### config.mk
export PLATFORM = sky130hd
export DESIGN_NAME = dich00_led_shifter
export DESIGN_NICKNAME = d
export VERILOG_FILES = /design/src/rtl/dich00_led_shifter.sv
export SDC_FILE = /design/constraint.sdc
export NUM_CORES = 1
export LEC_CHECK = 0
export ABC_AREA = 1
export ABC_CLOCK_PERIOD_IN_PS = 2500
export CAP_MARGIN = 20
export CELL_PAD_IN_SITES_DETAIL_PLACEMENT = 0
export CELL_PAD_IN_SITES_GLOBAL_PLACEMENT = 2
export CORE_AREA = 2 2 58 60
export CTS_BUF_LIST = sky130_fd_sc_hd__clkbuf_16
export DETAILED_ROUTE_END_ITERATION = 16
export DIE_AREA = 0 0 60 62
export GPL_ROUTABILITY_DRIVEN = 0
export PLACE_DENSITY_LB_ADDON = 0.1
export SLEW_MARGIN = 20
export SYNTH_ARGS = -nofsm -noshare
export SYNTH_HDL_FRONTEND = slang
export SYNTH_SLANG_ARGS = --single-unit
### constraint.sdc
create_clock -name clk -period 2.5 [get_ports clk]
set_input_delay 0.5 -clock clk [delete_from_list [all_inputs] [get_ports clk]]
set_output_delay 0.5 -clock clk [all_outputs]
set_load 0.05 [all_outputs]
### src/rtl/dich00_led_shifter.sv
// dich00_led_shifter: free-running 8-LED pattern generator.
// A clock divider produces one step tick every STEP_CYCLES clocks. Each tick
// emits the next element of a 32-step sequence made of four 8-step phases:
// run-left, run-right, fill and drain. The sequence then wraps.
module dich00_led_shifter #(
    parameter int STEP_CYCLES = 4,
    parameter bit LED_INV     = 1'b0
) (
    input  logic       clk,
    input  logic       rst_n,
    output logic [7:0] led
);

    // The divider needs at least one bit, even when every clock is a step.
    localparam int CW = (STEP_CYCLES > 1) ? $clog2(STEP_CYCLES) : 1;
    localparam logic [CW-1:0] DIV_LAST = CW'(STEP_CYCLES - 1);

    typedef enum logic [1:0] {
        RUN_L = 2'd0,
        RUN_R = 2'd1,
        FILL  = 2'd2,
        DRAIN = 2'd3
    } phase_t;

    logic [CW-1:0] divider;
    logic [CW-1:0] divider_nxt;
    phase_t        phase;
    phase_t        phase_nxt;
    logic [2:0]    index;
    logic [2:0]    index_nxt;
    logic [7:0]    pattern;
    logic [7:0]    pattern_nxt;
    logic [7:0]    step_value;
    logic          tick;

    // Sequence element selected by the current phase and step index.
    always_comb begin
        step_value = 8'h00;
        case (phase)
            RUN_L:   step_value = 8'h01 << index;
            RUN_R:   step_value = 8'h80 >> index;
            FILL:    step_value = ~(8'hFE << index);
            DRAIN:   step_value = 8'hFE << index;
            default: step_value = 8'h00;
        endcase
    end

    // Divider wrap, pattern load and phase/index advance on each tick.
    always_comb begin
        tick        = (divider == DIV_LAST);
        divider_nxt = divider + CW'(1);
        phase_nxt   = phase;
        index_nxt   = index;
        pattern_nxt = pattern;
        if (tick) begin
            divider_nxt = '0;
            pattern_nxt = step_value;
            index_nxt   = index + 3'd1;
            if (index == 3'd7) begin
                case (phase)
                    RUN_L:   phase_nxt = RUN_R;
                    RUN_R:   phase_nxt = FILL;
                    FILL:    phase_nxt = DRAIN;
                    DRAIN:   phase_nxt = RUN_L;
                    default: phase_nxt = RUN_L;
                endcase
            end
        end
    end

    // State registers; reset clears everything at once, even mid-step.
    always_ff @(posedge clk or negedge rst_n) begin
        if (!rst_n) begin
            divider <= '0;
            phase   <= RUN_L;
            index   <= 3'd0;
            pattern <= 8'h00;
        end else begin
            divider <= divider_nxt;
            phase   <= phase_nxt;
            index   <= index_nxt;
            pattern <= pattern_nxt;
        end
    end

    // Active-low LED boards get the inverted pattern.
    assign led = LED_INV ? ~pattern : pattern;

endmodule

==> results.cfg, run 1 <==
[clock_network]
path_clk_slew_ns = 0.05
cts_sinks = 15
insertion_delay_ns = 0.24
cts_setup_buffers = 0
cts_resized = 0
cts_hold_buf = 0
cts_htree_levels = 1
cts-root-buf = clkbuf_16
cts_max_path_buffers = 2
cts_tree = done
cts_buffers = 3

[power_and_ir_drop]
ir_worst_vdd_mv = 0.355
p_per_area_nw_per_um2 = 473
p_leak_uw = 0.000612

[timing]
worstMarginPinSlew_ns = 0.705
holdWs_ns = 0.435
min_period_over_period = 0.758
fin_setup_tns_ns = 0
setup_violations = 0
hold_viol = 0
drv_slew = 0
fin_skew_ns = 0.00168
fin_crit_ns = 1.90
max_freq_ghz = 0.527
maxSlewHeadroom = 0.528
fin_ws_ns = 0.604
rsz0062_at_grt = no

[setup_path]
crit_chain = clkdlybuf4s50_1
cp-start-kind = register
cpPeakStageDelay_ns = 0.80
crit_buf_inv = 1
crit_path_end_kind = output pin
crit_arrival_ns = 1.40
path_max_fanout = 2
crit_type = register to output pin
cp_top_family = buffers and inverters
crit_required_ns = 2.00
cp_slowest_cell = clkdlybuf4s50_1

[global_route]
grt_max_degree = 17
grt_antenna_before_repair = 0
grt_pass1_wl_mm = 3.86
grt-ovfl-total = 0
grt_usage = 0.142
grt_pass1_vias = 768

[cells_and_area]
finalNonFillerCells = 183
multi_input_area_um2 = 543
num_antenna_cells = 0
register_area_um2 = 375
fill_cells = 334
drive_above_1_share = 0.0730
areaGrowthSynthToFinish_pct = 16.0
nNetsFinal = 153

[die]
num_rows = 21
die-area_um2 = 3720
die_w_um = 60
initial_core_util = 0.323
die_h_um = 62
fp.coreArea_um2 = 3180
io_pins = 10

[yosys]
ys_top_cells_by_area = dfrtp_1, ha_1, nand2_1
synth_top_area_frac = 0.366
synth.most_common_cell = nand2_1
synth-edff-count = 0
synthCells = 131
synth_area_um2 = 1030
netlist_top_cells_count = nand2_1, dfrtp_1, ha_1
yosys_warnings = 0
yosys_most_used_dff = dfrtp_1
synthArstFlopShare = 1.00
synth_top_cell_by_area = dfrtp_1
ys_ff_latch = 15
synth-seq-area-share = 0.366
synth.distinct_cells = 20
synthesis.nets = 146
avgSynthCellArea_um2 = 7.83

[detailed_routing]
drt_wl_total_mm = 2.26
drtPass1Iterations = 4
dr_total_vias = 817
drt_iter0_drc = 36
routed_via_density = 4.46
ant_nets = 0
drc = 0
wl_per_cell_um = 12.3

[hold_path]
worstHoldPathType = register to register

[placement]
numPortBuffers = 9
hpwl_mm = 1.64
dp_cells = 179
dp_slack_ns = 0.862

[run_status]
status = finished clean

[flow_run]
maxCapViolCount = 0
## power by group
group | switching (uW) | internal [uW]
logic | 4.77 | 1.37
registers | 0 | 243
clock network | 99.5 | 214
## metal layers
layer	track usage	wire length, um
met5	0	0
met4	0.0476	20
met3	0.0311	61
met2	0.224	1060
met1	0.194	1120
## cells in the final DEF, fill, tap and decap left out
cell             instances
a21oi_1                  6
a31oi_1                  1
clkbuf_16                3
clkdlybuf4s50_1          9
clkinv_2                 1
dfrtp_1                 15
ha_1                    13
inv_1                    8
inv_2                    2
inv_4                    1
nand2_1                 42
nand2_2                  1
nand3_1                 12
nand3_2                  2
nor2_1                   7
o21ai_0                 10
o21ai_1                  3
xor2_1                   1
## state kept, by name, indices dropped and copies added, names as in the netlist
name and cells:
divider 2, index 3, phase 2, led 8
## metrics by stage
| stage | area, um^2 | power (uW) | util |
|---|---|---|---|
| detailed placement | 1110 | 254 | 0.349 |
| global route | 1190 | 588 | 0.374 |
| finish | 1190 | 563 | 0.374 |
| floorplan | 1030 | 247 | - |
| global placement | 1110 | 254 | 0.349 |
| CTS | 1190 | 571 | 0.374 |
## kinds of logic (layout without fill, tap and decap cells)
family / after synthesis / in the layout / synth area share
flops: 15 / 15 / 0.366
xor+xnor: 1 / 1 / 0.00854
buf+inv: 18 / 24 / 0.105
fa+ha+maj: 13 / 13 / 0.159
compound gates: 20 / 20 / 0.0988
simple gates: 64 / 64 / 0.263
## worst paths after layout
check	slack [ns]	end	from	depth (start not counted)
worst max-delay path	0.60	led[0]	led[0]	1
worst min-delay path	0.43	divider[0]	divider[0]	1
worst max register to register	0.94	led[4]	index[2]	6
worst min register to register	0.43	divider[0]	divider[0]	1
max in group asynchronous	1.37	led[7]	rst_n	1
min in group asynchronous	0.68	led[1]	rst_n	1
## cell type report
type                       count  area share
multi-input combinational     98       0.456
timing repair buffer           9      0.0757
tap                           46      0.0484
clock inverter                 1     0.00421
clock buffer                   3      0.0631
sequential                    15       0.315
inverter                      11      0.0368
Power figures use the tool's default switching activity.
==> inputs of run 2 (changes only) <==
ABC_CLOCK_PERIOD_IN_PS = 1900   (was 2500)
CORE_AREA = 2 2 60 62   (was 2 2 58 60)
DIE_AREA = 0 0 62 64   (was 0 0 60 62)
clock period = 1.9 ns   (was 2.5 ns; I/O delays follow)
==> run 2 against run 1 <==
  * Cell area is 1.5% higher
  * Die area is 6.7% higher
  * First-iteration DRC count is 28% higher
==> results.cfg, run 2 (synthesis results as in run 1) <==
[run_status]
status = finished clean

[detailed_routing]
drt_wl_total_mm = 2.26
wl_per_cell_um = 12.2
drt_iter0_drc = 46
drc = 0
dr_total_vias = 820
ant_nets = 0
drtPass1Iterations = 4
routed_via_density = 4.43

[timing]
fin_crit_ns = 1.78
max_freq_ghz = 0.563
holdWs_ns = 0.429
setup_violations = 0
hold_viol = 0
fin_ws_ns = 0.124
fin_skew_ns = 0.00373
fin_setup_tns_ns = 0
maxSlewHeadroom = 0.669
min_period_over_period = 0.935
worstMarginPinSlew_ns = 0.494
drv_slew = 0
rsz0062_at_grt = no

[placement]
hpwl_mm = 1.62
numPortBuffers = 9
dp_slack_ns = 0.387
postPlaceCellArea_um2 = 1120

[global_route]
grt_pass1_vias = 783
grt_pass1_wl_mm = 3.81
grt_max_degree = 17
grt-ovfl-total = 0
grt_usage = 0.129
grt_antenna_before_repair = 0

[setup_path]
crit_buf_inv = 1
cp_slowest_cell = clkdlybuf4s50_1
crit_required_ns = 1.52
cp_top_family = buffers and inverters
crit_type = register to output pin
crit_chain = clkdlybuf4s50_1
cp-start-kind = register
crit_path_end_kind = output pin
cpPeakStageDelay_ns = 0.80
crit_arrival_ns = 1.40
path_max_fanout = 2

[power_and_ir_drop]
ir_worst_vdd_mv = 0.599
p_per_area_nw_per_um2 = 619
p_sw_uw = 141
cellInternalPower_uw = 607
p_leak_uw = 0.000617
pwr-share-clk = 0.560
pwr-share-comb = 0.013
sw_frac_of_total = 0.189
seqPwrFrac = 0.428

[cells_and_area]
fin_area_um2 = 1210
num_antenna_cells = 0
largest_reg_flops = 8
final_common_cell = nand2_1
layout_common_cells = nand2_1, dfrtp_1, ha_1, nand3_1, o21ai_0
nNetsFinal = 155
drive_above_1_share = 0.0863
areaGrowthSynthToFinish_pct = 17.7

[clock_network]
cts_sinks = 15
cts_hold_buf = 0
cts-root-buf = clkbuf_16
cts_htree_levels = 1
cts_buffers = 3
cts_max_path_buffers = 2
insertion_delay_ns = 0.25
cts_resized = 0
cts_setup_buffers = 0
cts_tree = done
path_clk_slew_ns = 0.05

[die]
io_pins = 10
initial_core_util = 0.312
die_h_um = 64
fp.coreArea_um2 = 3280
die_w_um = 62
die-area_um2 = 3970
num_rows = 21

[hold_path]
worstHoldPathType = register to register

[flow_run]
maxCapViolCount = 0
-- run 2: worst paths after layout --
path | to | depth (start not counted) | startpoint | slack, ns
worst max-delay path | led[0] | 1 | led[0] | 0.12
worst min-delay path | divider[0] | 1 | divider[0] | 0.43
worst max register to register | led[7] | 7 | phase[0] | 0.44
worst min register to register | divider[0] | 1 | divider[0] | 0.43
max in group asynchronous | led[3] | 2 | rst_n | 1.27
min in group asynchronous | led[1] | 2 | rst_n | 0.45
-- run 2: layout make-up --
cell class,count,area [um^2]
Inverter,11,43.8
Clock buffer,3,75.1
Fill cell,347,2080
Clock inverter,1,7.51
Timing Repair Buffer,11,105
Sequential cell,15,375
Multi-Input combinational cell,98,543
Tap cell,46,57.6
-- run 2: layer usage --
| layer | up-vias | global-route usage | share of wire |
|---|---|---|---|
| met2 | 12 | 0.201 | 0.48 |
| met4 | 0 | 0.0239 | 0 |
| met5 | - | 0 | 0 |
| met3 | 0 | 0.0364 | 0.030 |
| li1 | 435 | - | - |
| met1 | 373 | 0.179 | 0.49 |
-- run 2: power by group through the flow --
stage | registers [uW] | clock network [uW] | logic [uW]
floorplan | 325 | 0 | 0.000383
global placement | 325 | 0 | 10.6
detailed placement | 325 | 0 | 10.7
CTS | 320 | 430 | 10.8
global route | 319 | 453 | 11.2
finish | 320 | 419 | 9.51
-- run 2: metrics by stage --
stage | util | cells | power [uW]
after global placement | 0.342 | 181 | 336
after global routing | 0.368 | 185 | 784
after CTS | 0.368 | 185 | 761
final | 0.368 | 185 | 748
after floorplan | - | 131 | 325
after detailed placement | 0.342 | 181 | 336
==> inputs of run 3 (changes only) <==
==> constraint.sdc (replaced) <==
create_clock -name clk -period 1.9 [get_ports clk]
set_input_delay 0.38 -clock clk [delete_from_list [all_inputs] [get_ports clk]]
set_output_delay 0.38 -clock clk [all_outputs]
set_load 0.01 [all_outputs]
==> run 3 against run 2 <==
  * Power is 2.2% lower
  * Sequential share of layout area increased by 0.29 points
  * Clock power down 4%
  * Hold slack worse by 0.0053 ns
  * Clock skew decreased by 0.0027 ns
  * Via count grew 2.1%
  * Register-to-register slack worse by 0.06 ns
  * Setup slack improved by 0.25 ns
  * Global-route usage grew 0.55 points
  * Final cell count is 0.54% lower
  * Sequential power is essentially flat
  * Critical path type is now register to register
  * Critical endpoint is now led[4]
  * Largest cell class unchanged
  * Highest routed layer is now met4
==> results.cfg, run 3 (synthesis results as in run 1) <==
[detailed_routing]
drc = 0
drtPass1Iterations = 4
drt_wl_total_mm = 2.22
routed_via_density = 4.55
dr_total_vias = 837
ant_nets = 0
wl_per_cell_um = 12.1
drt_iter0_drc = 17

[cells_and_area]
drive_above_1_share = 0.0725
largest_reg_flops = 8
num_antenna_cells = 0
fill_cells = 356
final_core_util = 0.364
final_common_cell = nand2_1
areaGrowthSynthToFinish_pct = 16.6
layout_common_cells = nand2_1, dfrtp_1, ha_1, nand3_1, o21ai_0
nNetsFinal = 154

[timing]
worstMarginPinSlew_ns = 0.445
min_period_over_period = 0.802
fin_setup_tns_ns = 0
hold_viol = 0
fin_crit_ns = 1.52
max_freq_ghz = 0.657
fin_skew_ns = 0.00102
rsz0062_at_grt = no
setup_violations = 0
maxSlewHeadroom = 0.703
drv_slew = 0

[global_route]
grt_pass1_vias = 817
grt-ovfl-total = 0
grt_usage = 0.135
grt_antenna_before_repair = 0
grt_pass1_wl_mm = 3.89
grt_max_degree = 17

[clock_network]
cts_htree_levels = 1
path_clk_slew_ns = 0.05
cts_resized = 0
cts_setup_buffers = 0
insertion_delay_ns = 0.24
cts_buffers = 3
cts_tree = done
cts_max_path_buffers = 2
cts_sinks = 15
cts-root-buf = clkbuf_16
cts_hold_buf = 0

[setup_path]
crit_type = register to register
cp-start-kind = register
crit_required_ns = 2.03
cpPeakStageDelay_ns = 0.61
crit_buf_inv = 1
cp_top_family = flip-flops
startpoint = index[2]
r2r_slack_ns = 0.38
path_max_fanout = 12
r2r_start = index[2]
crit_chain = inv_4 > ha_1 > nand2_1 > nand2_1 > o21ai_0 > nand2_1
path_common_cell = nand2_1
worstReg2RegEnd = led[4]
worstRegToRegCells = 6
crit_arrival_ns = 1.65
crit_path_end_kind = register
cp_slowest_cell = dfrtp_1

[run_status]
status = finished clean

[die]
fp.coreArea_um2 = 3280
die-area_um2 = 3970
die_h_um = 64
num_rows = 21
initial_core_util = 0.312
io_pins = 10
die_w_um = 62

[hold_path]
worstHoldPathType = input port to asynchronous set/reset pin

[placement]
hpwl_mm = 1.69
numPortBuffers = 9

[power_and_ir_drop]
seqPwrFrac = 0.438
pwr-share-clk = 0.549
sw_frac_of_total = 0.178
pwr-share-comb = 0.013
cellInternalPower_uw = 602
p_per_area_nw_per_um2 = 612
p_leak_uw = 0.000618
ir_worst_vdd_mv = 0.331
p_sw_uw = 130

[flow_run]
maxCapViolCount = 0
run 3: changes by cell type in the layout (fill, tap and decap cells not counted):
cell and delta:
inv_1 +1, buf_4 -1, clkinvlp_4 -1
run 3: worst register-to-register path, stage by stage, from the launching register on:
cell and delay, ns:
dfrtp_1 0.61, inv_4 0.16, ha_1 0.26, nand2_1 0.07
nand2_1 0.06, o21ai_0 0.19, nand2_1 0.07
run 3: layout make-up:
type                            count  area, um^2  area share
Tap cell                           46        57.6      0.0481
Timing Repair Buffer               10        97.6      0.0816
Inverter                           11        43.8      0.0366
Clock buffer                        3        75.1      0.0628
Sequential cell                    15         375       0.314
Multi-Input combinational cell     98         543       0.454
Clock inverter                      1        3.75     0.00314
run 3: worst max-delay path by stage:
stage | to | slack [ns] | cells after the start
detailed placement | led[4] | 0.38 | 6
finish | led[4] | 0.38 | 6
global placement | led[4] | 0.37 | 6
CTS | led[0] | 0.37 | 1
global route | led[4] | 0.25 | 6
floorplan | led[4] | 0.63 | 8
run 3: power by group through the flow:
stage,Clock [uW],Sequential (uW),Combinational (uW)
floorplan,0,325,0.000383
global placement,0,325,10.6
detailed placement,0,325,10.3
CTS,416,320,10.4
global route,436,320,11.6
finish,402,320,9.66
run 3: layer usage:
metal / GRT usage / vias up / share of wire
met5: 0 / - / 0
met4: 0.0559 / 0 / 0.020
met3: 0.0304 / 5 / 0.028
met2: 0.182 / 15 / 0.44
met1: 0.203 / 382 / 0.51
li1: - / 435 / -
run 3: stage by stage:
stage          setup slack [ns]  power (uW)  hold WS, ns  area, um^2  instances
3_3_place_gp              0.372         336        0.422        1120        180
4_1_cts                   0.366         747        0.433        1200        184
2_1_floorplan             0.628         325       0.0844        1030        131
3_5_place_dp              0.380         336        0.427        1120        180
5_1_grt                   0.251         767        0.462        1200        184
6_report                  0.377         732        0.424        1200        184
